### config.mk
export PLATFORM = sky130hd
export DESIGN_NAME = mem_fill_seq
export DESIGN_NICKNAME = d
export VERILOG_FILES = /design/src/rtl/mem_fill_seq.sv
export SDC_FILE = /design/constraint.sdc
export NUM_CORES = 1
export LEC_CHECK = 0
export CORE_ASPECT_RATIO = 0.75
export CORE_MARGIN = 5
export CORE_UTILIZATION = 40
export DETAILED_ROUTE_END_ITERATION = 8
export PLACE_DENSITY = 0.77
export RECOVER_POWER = 100
export SETUP_SLACK_MARGIN = 0.2
export SLEW_MARGIN = 20
export SYNTH_ARGS = -nofsm -noshare
export SYNTH_HDL_FRONTEND = slang
export SYNTH_SLANG_ARGS = --single-unit
export TNS_END_PERCENT = 30
### constraint.sdc
create_clock -name clk -period 3.15 [get_ports clk]
set_clock_uncertainty 0.2 [all_clocks]
set_input_delay 0.63 -clock clk [delete_from_list [all_inputs] [get_ports clk]]
set_output_delay 0.63 -clock clk [all_outputs]
set_load 0.01 [all_outputs]
### src/rtl/mem_fill_seq.sv
// mem_fill_seq: fills a run-time address range over the SPI memory command port, with optional read-back verify
// clk, rst_n (synchronous, active low); en run request (level, low aborts)
// start_addr/end_addr/fill_value/pattern_sel/verify_en: run config, sampled on run start
// mem_cmd/mem_en/mem_addr/mem_wdata: command out; mem_valid/mem_rdata: completion in
// busy/done/error/err_addr: run status
module mem_fill_seq #(
  parameter int ADDR_W = 6,
  parameter int DATA_W = 2,
  parameter int WREN_EVERY = 0
) (
  input  logic              clk,
  input  logic              rst_n,
  input  logic              en,
  input  logic [ADDR_W-1:0] start_addr,
  input  logic [ADDR_W-1:0] end_addr,
  input  logic [DATA_W-1:0] fill_value,
  input  logic              pattern_sel,
  input  logic              verify_en,
  output logic [1:0]        mem_cmd,
  output logic              mem_en,
  input  logic              mem_valid,
  output logic [ADDR_W-1:0] mem_addr,
  output logic [DATA_W-1:0] mem_wdata,
  input  logic [DATA_W-1:0] mem_rdata,
  output logic              busy,
  output logic              done,
  output logic              error,
  output logic [ADDR_W-1:0] err_addr
);
  localparam logic [1:0] CMD_WREN = 2'd1, CMD_WRITE = 2'd2, CMD_READ = 2'd3;
  typedef enum logic [1:0] {IDLE, WREN, WRITE, READ} state_t;
  state_t state, state_n;
  logic [ADDR_W-1:0] start_l, end_l, addr_n, err_addr_n;
  logic [DATA_W-1:0] fill_l;
  logic sel_l, verify_l, en_n, done_n, error_n, load, cpl, last;
  assign cpl = mem_en && mem_valid;
  assign last = mem_addr == end_l;
  assign mem_wdata = sel_l ? DATA_W'(mem_addr) : fill_l;
  assign busy = state != IDLE;
  assign mem_cmd = state == WREN ? CMD_WREN : state == WRITE ? CMD_WRITE : state == READ ? CMD_READ : 2'd0;
  always_ff @(posedge clk)
    if (!rst_n) begin
      state <= IDLE;
      mem_en <= 1'b0;
      mem_addr <= '0;
      done <= 1'b0;
      error <= 1'b0;
      err_addr <= '0;
      start_l <= '0;
      end_l <= '0;
      fill_l <= '0;
      sel_l <= 1'b0;
      verify_l <= 1'b0;
    end else begin
      state <= state_n;
      mem_en <= en_n;
      mem_addr <= addr_n;
      done <= done_n;
      error <= error_n;
      err_addr <= err_addr_n;
      if (load) begin
        start_l <= start_addr;
        end_l <= end_addr;
        fill_l <= fill_value;
        sel_l <= pattern_sel;
        verify_l <= verify_en;
      end
    end
  always_comb begin
    state_n = state;
    en_n = mem_en;
    addr_n = mem_addr;
    done_n = done;
    error_n = error;
    err_addr_n = err_addr;
    load = 1'b0;
    case (state)
      IDLE:
        if (!en) done_n = 1'b0;
        else if (!done) begin
          load = 1'b1;
          addr_n = start_addr;
          error_n = 1'b0;
          en_n = 1'b1;
          state_n = WREN;
        end
      WREN: if (cpl) state_n = WRITE;
      WRITE:
        if (cpl) begin
          if (last) begin
            addr_n = start_l;
            state_n = verify_l ? READ : IDLE;
            done_n = !verify_l;
          end else begin
            addr_n = mem_addr + 1'b1;
            if (WREN_EVERY != 0) state_n = WREN;
          end
        end
      READ:
        if (cpl) begin
          if (mem_rdata != mem_wdata) begin
            error_n = 1'b1;
            err_addr_n = mem_addr;
            state_n = IDLE;
            done_n = 1'b1;
          end else if (last) begin
            state_n = IDLE;
            done_n = 1'b1;
          end else addr_n = mem_addr + 1'b1;
        end
      default: state_n = IDLE;
    endcase
    // request handshake: drop after completion, re-raise only once mem_valid has fallen
    if (state != IDLE) begin
      if (cpl) en_n = 1'b0;
      else if (!mem_en && en && !mem_valid) en_n = 1'b1;
      // abort waits for any in-flight transaction before leaving
      if (!en && (cpl || !mem_en)) begin
        state_n = IDLE;
        done_n = 1'b0;
        en_n = 1'b0;
      end
    end
  end
endmodule

==> metrics.csv <==
metric;value;unit
status;completed;
Synth area leaders;dfxtp_1 38%, nand2_1 9.7%, a21boi_0 7.8%;
crit path max fanout;6;
DIE HEIGHT;67.15;um
Pwr Total;1.049;mW
Cell variety after synth;43;
Worst-Margin Slew;0.6720;ns
Yosys top cell area share;37.93;%
largest net degree at the start of global routing;19;
initial antenna violation count;0;
row cnt;20;
Post-CTS Hold Buffers;0;
Mapped Cells;203;
drt drc;0;
worst skew pair latency;0.29;ns
H-tree levels;2;
post-synthesis sequential area ratio;37.93;%
Adder-Cell Fraction of Synth Area;0.7184;%
Hold Crit Endpoint;error;
share of flip-flops with an asynchronous set or reset;0;%
1st-iter DRT viols;100;
Tcrit/Tclk final;81.27;%
Synth Cell Area;1742;um^2
RSZ-0062 raised after global routing;no;
Reg2Reg Launch Point;mem_addr[2];
I/O pins;42;
CTS clk-pin slew, worst paths;0.06;ns
Layout area overhead;29.17;%
Core Region;4129;um^2
Crit. End Element;flop;
Lkg Pwr;0.9626;nW
Slew HR;54.93;%
Layout Utilization;54.48;%
CTS sink cnt;33;
hold path cells;2;
CP Launch Type;primary input;
XOR/XNOR share of the synthesized area;6.466;%
final setup margin;0.5901;ns
Ys Warns;0;
Finish-stage setup viols;0;
Final Hold Viols;0;
WS Path Type;in2reg;
Finished Cell Area;2250;um^2
Initial Util;42.18;%
global-route wire length before repair;6762;um
Avg Cell Area, Syn;8.580;um^2
n_diodes;0;
VDD IR max;0.2711;mV
Setup Buffers After CTS;0;
Hold WS;0.2639;ns
cell taking the most area after synthesis;dfxtp_1;
Cell Count, Final, Fillers Out;298;
EDFF count, synth;0;
setup tns final;0;ns
flop-to-flop setup slack;0.63;ns
Synth Area in Compound Gates;22.34;%
Root Buffer;clkbuf_8;
FF-to-FF path depth;6;
min cycle time layout;2.560;ns
CP arrival;2.58;ns
Mapped Nets;226;
pwr/cell area;466.3;nW/um^2
DP Wirelength;3043;um
PortBufs;41;
# fillers;385;
Worst Hold Launch;error;
die area;5788;um^2
Post-DRT Antenna Nets;0;
worst min-delay path class;reg2reg;
Max-cap violations;0;
GRT overflow;0;
GPL Wtd Cong;0.8389;
routed wire length;4105;um
pre-CTS WS;0.6614;ns
CTS Buf Count;5;
placed instance area;2198;um^2
commonest non-fill, non-tap cell in the layout;nand2_1;
Die Width;86.20;um
Top FF cell, synth;dfxtp_1;
simple-gate share of the synthesized area;21.48;%
commonest cells after routing, fill and taps aside;45 x nand2_1, 33 x dfxtp_1, 22 x dlygate4sd3_1;
Clock Tree Buf Depth;2;
combinational family with the most area after synthesis;compound AO/OA/AOI/OAI gates;
nets@finish;266;
post-cts resize count;0;
post-synthesis mux area share;6.322;%
Final Max Tran Viols;0;
drt via density;5.205;
fraction of layout cells with a size suffix above 1;6.584;%
TritonCTS clock tree;done;
Seq cells post-synth;33;
via count;1551;
DRT Pass-1 Iters;4;
vias in the first global route;1465;
Crit path required time;3.17;ns
Peak Freq;390.6;MHz
Placed Cells;291;
GRT Resource Usage Total;15.14;%
WL per Instance;13.78;um
reg2reg end;mem_addr[2];
==> critical path: stages <==
cell and delay [ns]:
clkdlybuf4s50_1 0.47, xnor2_1 0.13, a211oi_1 0.61, a2bb2oi_1 0.44, o21ai_0 0.14, a31oi_1 0.15
==> per-layer routing <==
metal	track usage, %	vias up	part of all wire [%]
li1	-	782	-
met1	19.66	708	49
met2	23.56	54	41
met3	5.610	7	8.6
met4	4.669	0	1.2
met5	0	-	0
==> area by class of cell <==
| class | count | area [um^2] | share of cell area (%) |
|---|---|---|---|
| tap | 55 | 68.82 | 3.059 |
| inverter | 6 | 22.52 | 1.001 |
| sequential | 33 | 660.6 | 29.37 |
| multi-input combinational | 151 | 967.2 | 42.99 |
| clock buffer | 7 | 86.33 | 3.838 |
| timing repair buffer | 46 | 444.2 | 19.74 |
==> kinds of logic after synthesis <==
family / Yosys count
mux: 11
flops: 33
compound gates: 51
simple gates: 76
xor+xnor: 12
buf+inv: 19
fa+ha+maj: 1
==> synth_stat cells (all sizes together) (2+ instances only) <==
cell type / count
dfxtp: 33
and2: 2
xor2: 7
o221a: 3
nand2: 45
a21boi: 18
inv: 6
o21ai: 6
clkbuf: 9
o22ai: 3
a21oi: 5
nor2: 10
a211oi: 2
nand3: 4
and3: 2
mux2i: 11
a221oi: 2
nand2b: 2
o211ai: 2
nor2b: 6
a31oi: 4
xnor2: 5
buf: 4
==> where the power goes <==
group,internal (mW),switching (mW)
clock,0.173,0.144
combinational,0.118,0.130
sequential,0.447,0.0379
==> state kept, by name (all words and copies together), names as in the netlist <==
signal	flops
sel_l	1
error	1
state	2
verify_l	1
end_l	6
done	1
start_l	6
mem_en	1
err_addr	6
fill_l	2
mem_addr	6
==> how the worst max path moves through the flow <==
stage            startpoint      endpoint  slack (ns)  cells past startpoint
4_1_cts         mem_addr[1]  mem_wdata[1]        0.73                      3
3_3_place_gp             en   mem_addr[5]        0.70                      6
6_report       mem_rdata[1]   mem_addr[2]        0.59                      6
5_1_grt         mem_addr[1]   mem_addr[2]        0.45                      6
3_5_place_dp             en   mem_addr[1]        0.66                      6
2_1_floorplan   mem_addr[2]   mem_addr[4]        1.16                      7
Note: power is estimated with default switching activity, not from simulation.
==> variant 1: new RTL, same flow settings <==
Make the reset (`rst_n`) asynchronous in one clocked block.
--- a/src/rtl/mem_fill_seq.sv
+++ b/src/rtl/mem_fill_seq.sv
@@ -38,7 +38,7 @@
   assign mem_wdata = sel_l ? DATA_W'(mem_addr) : fill_l;
   assign busy = state != IDLE;
   assign mem_cmd = state == WREN ? CMD_WREN : state == WRITE ? CMD_WRITE : state == READ ? CMD_READ : 2'd0;
-  always_ff @(posedge clk)
+  always_ff @(posedge clk or negedge rst_n)
     if (!rst_n) begin
       state <= IDLE;
       mem_en <= 1'b0;
Formal check against the unedited RTL: differs if rst_n is asserted again (counterexample within 4 cycles, from zero or initial values and one cycle with rst_n low); with rst_n held inactive, the same outputs for 4 cycles.
==> variant 1 against the unedited design <==
Cell area increased by 1.1%. Area after synthesis stayed put. Worst setup slack worse by 0.11 ns. Sequential cell count stayed put. Non-clock buffer count shrank 2. Maximum frequency is 4.1% lower. Synthesized cell count shrank 24%. Register-to-register slack worse by 0.11 ns. Routed wire length fell by 4.9%. Count of clock-buffer cells in the layout down 2.
Power is not compared: it rests on default switching activity, and its combinational part moved more than twofold at a synthesized area within 25%.
==> variant 1: results (changes against the unedited design) <==
- Top cells by area, synth: dfrtp_1, mux2_2, xor2_1
- Top-count cell post-synth: dfrtp_1
- 1st-iter DRT viols: 223 (+120%)
- CTS tree: yes
- Total Nets Final: 221 (-17%)
- Vias per cell: 5.24 (+0.61%)
- Ys async rst share: 1.00 (+1.00)
- Fraction of layout cells with a size suffix above 1: 0.201 (+0.135)
- Post-Syn Nets: 178 (-21%)
- Seq/Total Area, Yosys: 0.474 (+0.0948)
- Max stage delay on crit path: 0.69 ns (+0.08 ns)
- H-tree depth: 2 (unchanged)
- Final worst setup slack: 0.480 ns (-0.110 ns)
- Clock root buffer: clkbuf_8
- Critical Path Fanout Max: 9 (+3)
- CTS Buffer Depth: 2 (unchanged)
- Cell variety after synth: 39 (-9.3%)
- Gp weighted congestion: 0.830 (-1.1%)
- TritonCTS Buffers: 5 (unchanged)
- Worst-path clk slew: 0.07 ns
- Grt ovf: 0 (unchanged)
- GRT Total Usage: 0.149 (-0.00237)
- Final HPWL DP: 2.91 mm (-4.5%)
- Worst-skew pair later-pin latency: 0.29 ns (about the same)
- Hold Worst Slack: 0.300 ns (+0.0363 ns)
- Maximum VDD drop: 0.000458 V
- Initial antenna violation count: 0 (unchanged)
- # port buffers: 41 (unchanged)
- First-pass GRT wire length: 6.62 mm (-2.0%)
- Post-CTS setup buffers: 0 (unchanged)
- Post-synthesis cell count: 155 (-24%)
- Top post-synthesis cells by count: dfrtp_1, mux2_2, nand2_1
- Largest net degree at the start of global routing: 34 (+15)
- Arrival @ worst endpoint: 2.64 ns (+0.06 ns)
- R2R Setup Slk: 0.52 ns (-0.11 ns)
- Top cell family by delay on the critical path: buffers and inverters
- Worst slew margin: 0.299 (-0.251)
- Worst path slowest cell: dlygate4sd3_1
- Placed cell area: 2210 um2 (+0.51%)
- Hold Fails Final Rpt: 0 (unchanged)
- Status: completed
- Vias in the first global route: 1330 (-9.2%)
- Post-CTS Resized: 0 (unchanged)
- Leak Pwr: 0.957 nW
- Non-Filler Instances: 254 (-15%)
- Hold Path Class: reg -> reg
- DRT Wirelength: 3.91 mm (-4.9%)
- TritonRoute pass-1 iters: 4 (unchanged)
- Yosys warns: 0 (unchanged)
- Placed Cells: 246 (-15%)
- Setup WS pre-CTS: 0.475 ns (-0.187 ns)
- Diode count: 0 (unchanged)
variant 1: logic make-up (layout without fill, tap and decap cells):
group,Yosys count,count (layout),synth area share
AO/OA/AOI/OAI,29,29,0.123
flip-flops,33,33,0.474
AND/OR/NAND/NOR,34,34,0.107
XOR/XNOR,12,12,0.0603
adder cells (fa/ha/maj),1,1,0.00718
buffers and inverters,17,61,0.0417
multiplexers,29,29,0.187
variant 1: metal layers:
| layer | global-route usage | part of all wire |
|---|---|---|
| met5 | 0 | 0 |
| met2 | 0.232 | 0.46 |
| met1 | 0.192 | 0.45 |
| met3 | 0.0512 | 0.078 |
| met4 | 0.0584 | 0.012 |
variant 1: final timing paths:
| path | startpoint | to | depth (start not counted) |
|---|---|---|---|
| setup / recovery | en | mem_addr[4]$_DFFE_PN0P_ | 6 |
| hold / removal | err_addr[3]$_DFFE_PN0P_ | err_addr[3]$_DFFE_PN0P_ | 1 |
| setup reg to reg | mem_addr[0]$_DFFE_PN0P_ | mem_addr[5]$_DFFE_PN0P_ | 5 |
| hold reg to reg | err_addr[3]$_DFFE_PN0P_ | err_addr[3]$_DFFE_PN0P_ | 1 |
| max in group asynchronous | rst_n | mem_addr[0]$_DFFE_PN0P_ | 2 |
| min in group asynchronous | rst_n | done$_DFF_PN0_ | 2 |
variant 1: final cells by class:
class | instances | area [um2]
tap | 55 | 68.8
multi-input combinational | 105 | 826
clock inverter | 3 | 17.5
sequential | 33 | 826
clock buffer | 5 | 68.8
fill | 380 | 1860
inverter | 9 | 33.8
timing repair buffer | 44 | 433
variant 1: report_power, final:
part	switching (mW)	internal, mW	total [mW]
logic	0.495	0.557	1.05
clock network	0.158	0.152	0.310
registers	0.219	0.623	0.842
==> variant 2: new RTL, same settings <==
Made on the original files. The parameter `WREN_EVERY` goes from 0 to 1.
--- a/src/rtl/mem_fill_seq.sv
+++ b/src/rtl/mem_fill_seq.sv
@@ -6,7 +6,7 @@
 module mem_fill_seq #(
   parameter int ADDR_W = 6,
   parameter int DATA_W = 2,
-  parameter int WREN_EVERY = 0
+  parameter int WREN_EVERY = 1
 ) (
   input  logic              clk,
   input  logic              rst_n,
Function: changed (a bounded check fails within 10 cycles, from zero or initial values and one cycle with rst_n low).
==> variant 2 against the unedited design <==
Routed wire length grew 15%. Synthesized cell count grew 8.9%. Sequential cell count is the same. Count of clock-buffer cells in the layout shrank 1. Area after synthesis grew 3.7%. Global-route usage grew 1.2 points. First-iteration DRC count grew 32%. Combinational power shrank 25%. Cell area grew 0.89%. Worst setup slack lost 0.15 ns. Utilization shrank 3.1 points. Power shrank 8.3%. Critical path depth is the same. Largest power group unchanged.
==> variant 2: results (changes against the unedited design) <==
- Post-Synth Adder-Cell Area: 0.00693 (-0.000259)
- Largest net degree at the start of global routing: 31 (+12)
- CLK BUF: 6 (-1)
- Final-layout non-clock buffer area share: 0.187 (-0.0100)
- Met2 Use GR: 0.256 (+0.0201)
- Post-synthesis cell count: 221 (+8.9%)
- Vias: 1678 (+8.2%)
- 1st-iter DRT viols: 132 (+32%)
- Maximum VDD drop: 0.000188 V (-31%)
- Placed cell area: 2210 um2 (+0.74%)
- WL met2: 2.07 mm (+24%)
- Nonclk inv count: 5 (-1)
- Max stage delay on crit path: 0.58 ns (-0.03 ns)
- Met1 usage: 0.222 (+0.0255)
- R2R Setup Slk: 0.87 ns (+0.24 ns)
- Gp weighted congestion: 0.885 (+5.4%)
- Placed Cells: 304 (+4.5%)
- Final HPWL DP: 3.36 mm (+10%)
- Multi-input comb cells: 166 (+9.9%)
- Clock buf/inv share: 0.0364 (-0.00199)
- Reg-to-Reg End: mem_addr[4]$_SDFFE_PN0P_
- Seq/total area: 0.291 (-0.00259)
- Arrival @ worst endpoint: 2.63 ns (+0.05 ns)
- Filler Cell Count: 425 (+10%)
- Status: completed
- Critical Path Source: mem_valid
- Worst slew margin: 0.368 (-0.181)
- Post-Syn Area: 1810 um2 (+3.7%)
- XOR/XNOR Fraction of Synth Area: 0.0623 (-0.00233)
- Post-Syn Nets: 244 (+8.0%)
- Metal3 WL: 386 um (+9.3%)
- Fraction of layout cells with a size suffix above 1: 0.0745 (+0.00867)
- Min-delay src: start_l[0]$_SDFFE_PN0P_
- Post-synthesis mux area share: 0.0533 (-0.00989)
- GRT Total Usage: 0.163 (+0.0118)
- Seq/Total Area, Yosys: 0.366 (-0.0137)
- Critical Path Fanout Max: 7 (+1)
- Worst path slowest cell: dlygate4sd3_1
- Design Area, Final: 2270 um2 (+0.89%)
==> variant 2: changes by cell type after synthesis, moves of 3 or more <==
cell	before	now
nand2_1	45	42
nand3_1	3	7
a21oi_1	5	28
a311oi_1	0	4
nor3_1	0	4
mux2i_1	11	7
a21boi_0	18	0
==> variant 2: worst min-delay path by stage <==
| stage | endpoint | slack [ns] | cells past startpoint |
|---|---|---|---|
| after global placement | start_l[0]$_SDFFE_PN0P_ | 0.24 | 2 |
| final | start_l[0]$_SDFFE_PN0P_ | 0.25 | 2 |
| after CTS | start_l[0]$_SDFFE_PN0P_ | 0.26 | 2 |
| after global routing | start_l[0]$_SDFFE_PN0P_ | 0.28 | 2 |
| after detailed placement | start_l[0]$_SDFFE_PN0P_ | 0.25 | 2 |
| after floorplan | start_l[0]$_SDFFE_PN0P_ | 0.23 | 2 |
==> variant 2: power breakdown <==
group	switching, mW	leakage [nW]	internal, mW	total [mW]
logic	0.101	0.600	0.0849	0.186
clock network	0.156	0.0450	0.153	0.309
registers	0.0297	0.271	0.438	0.468
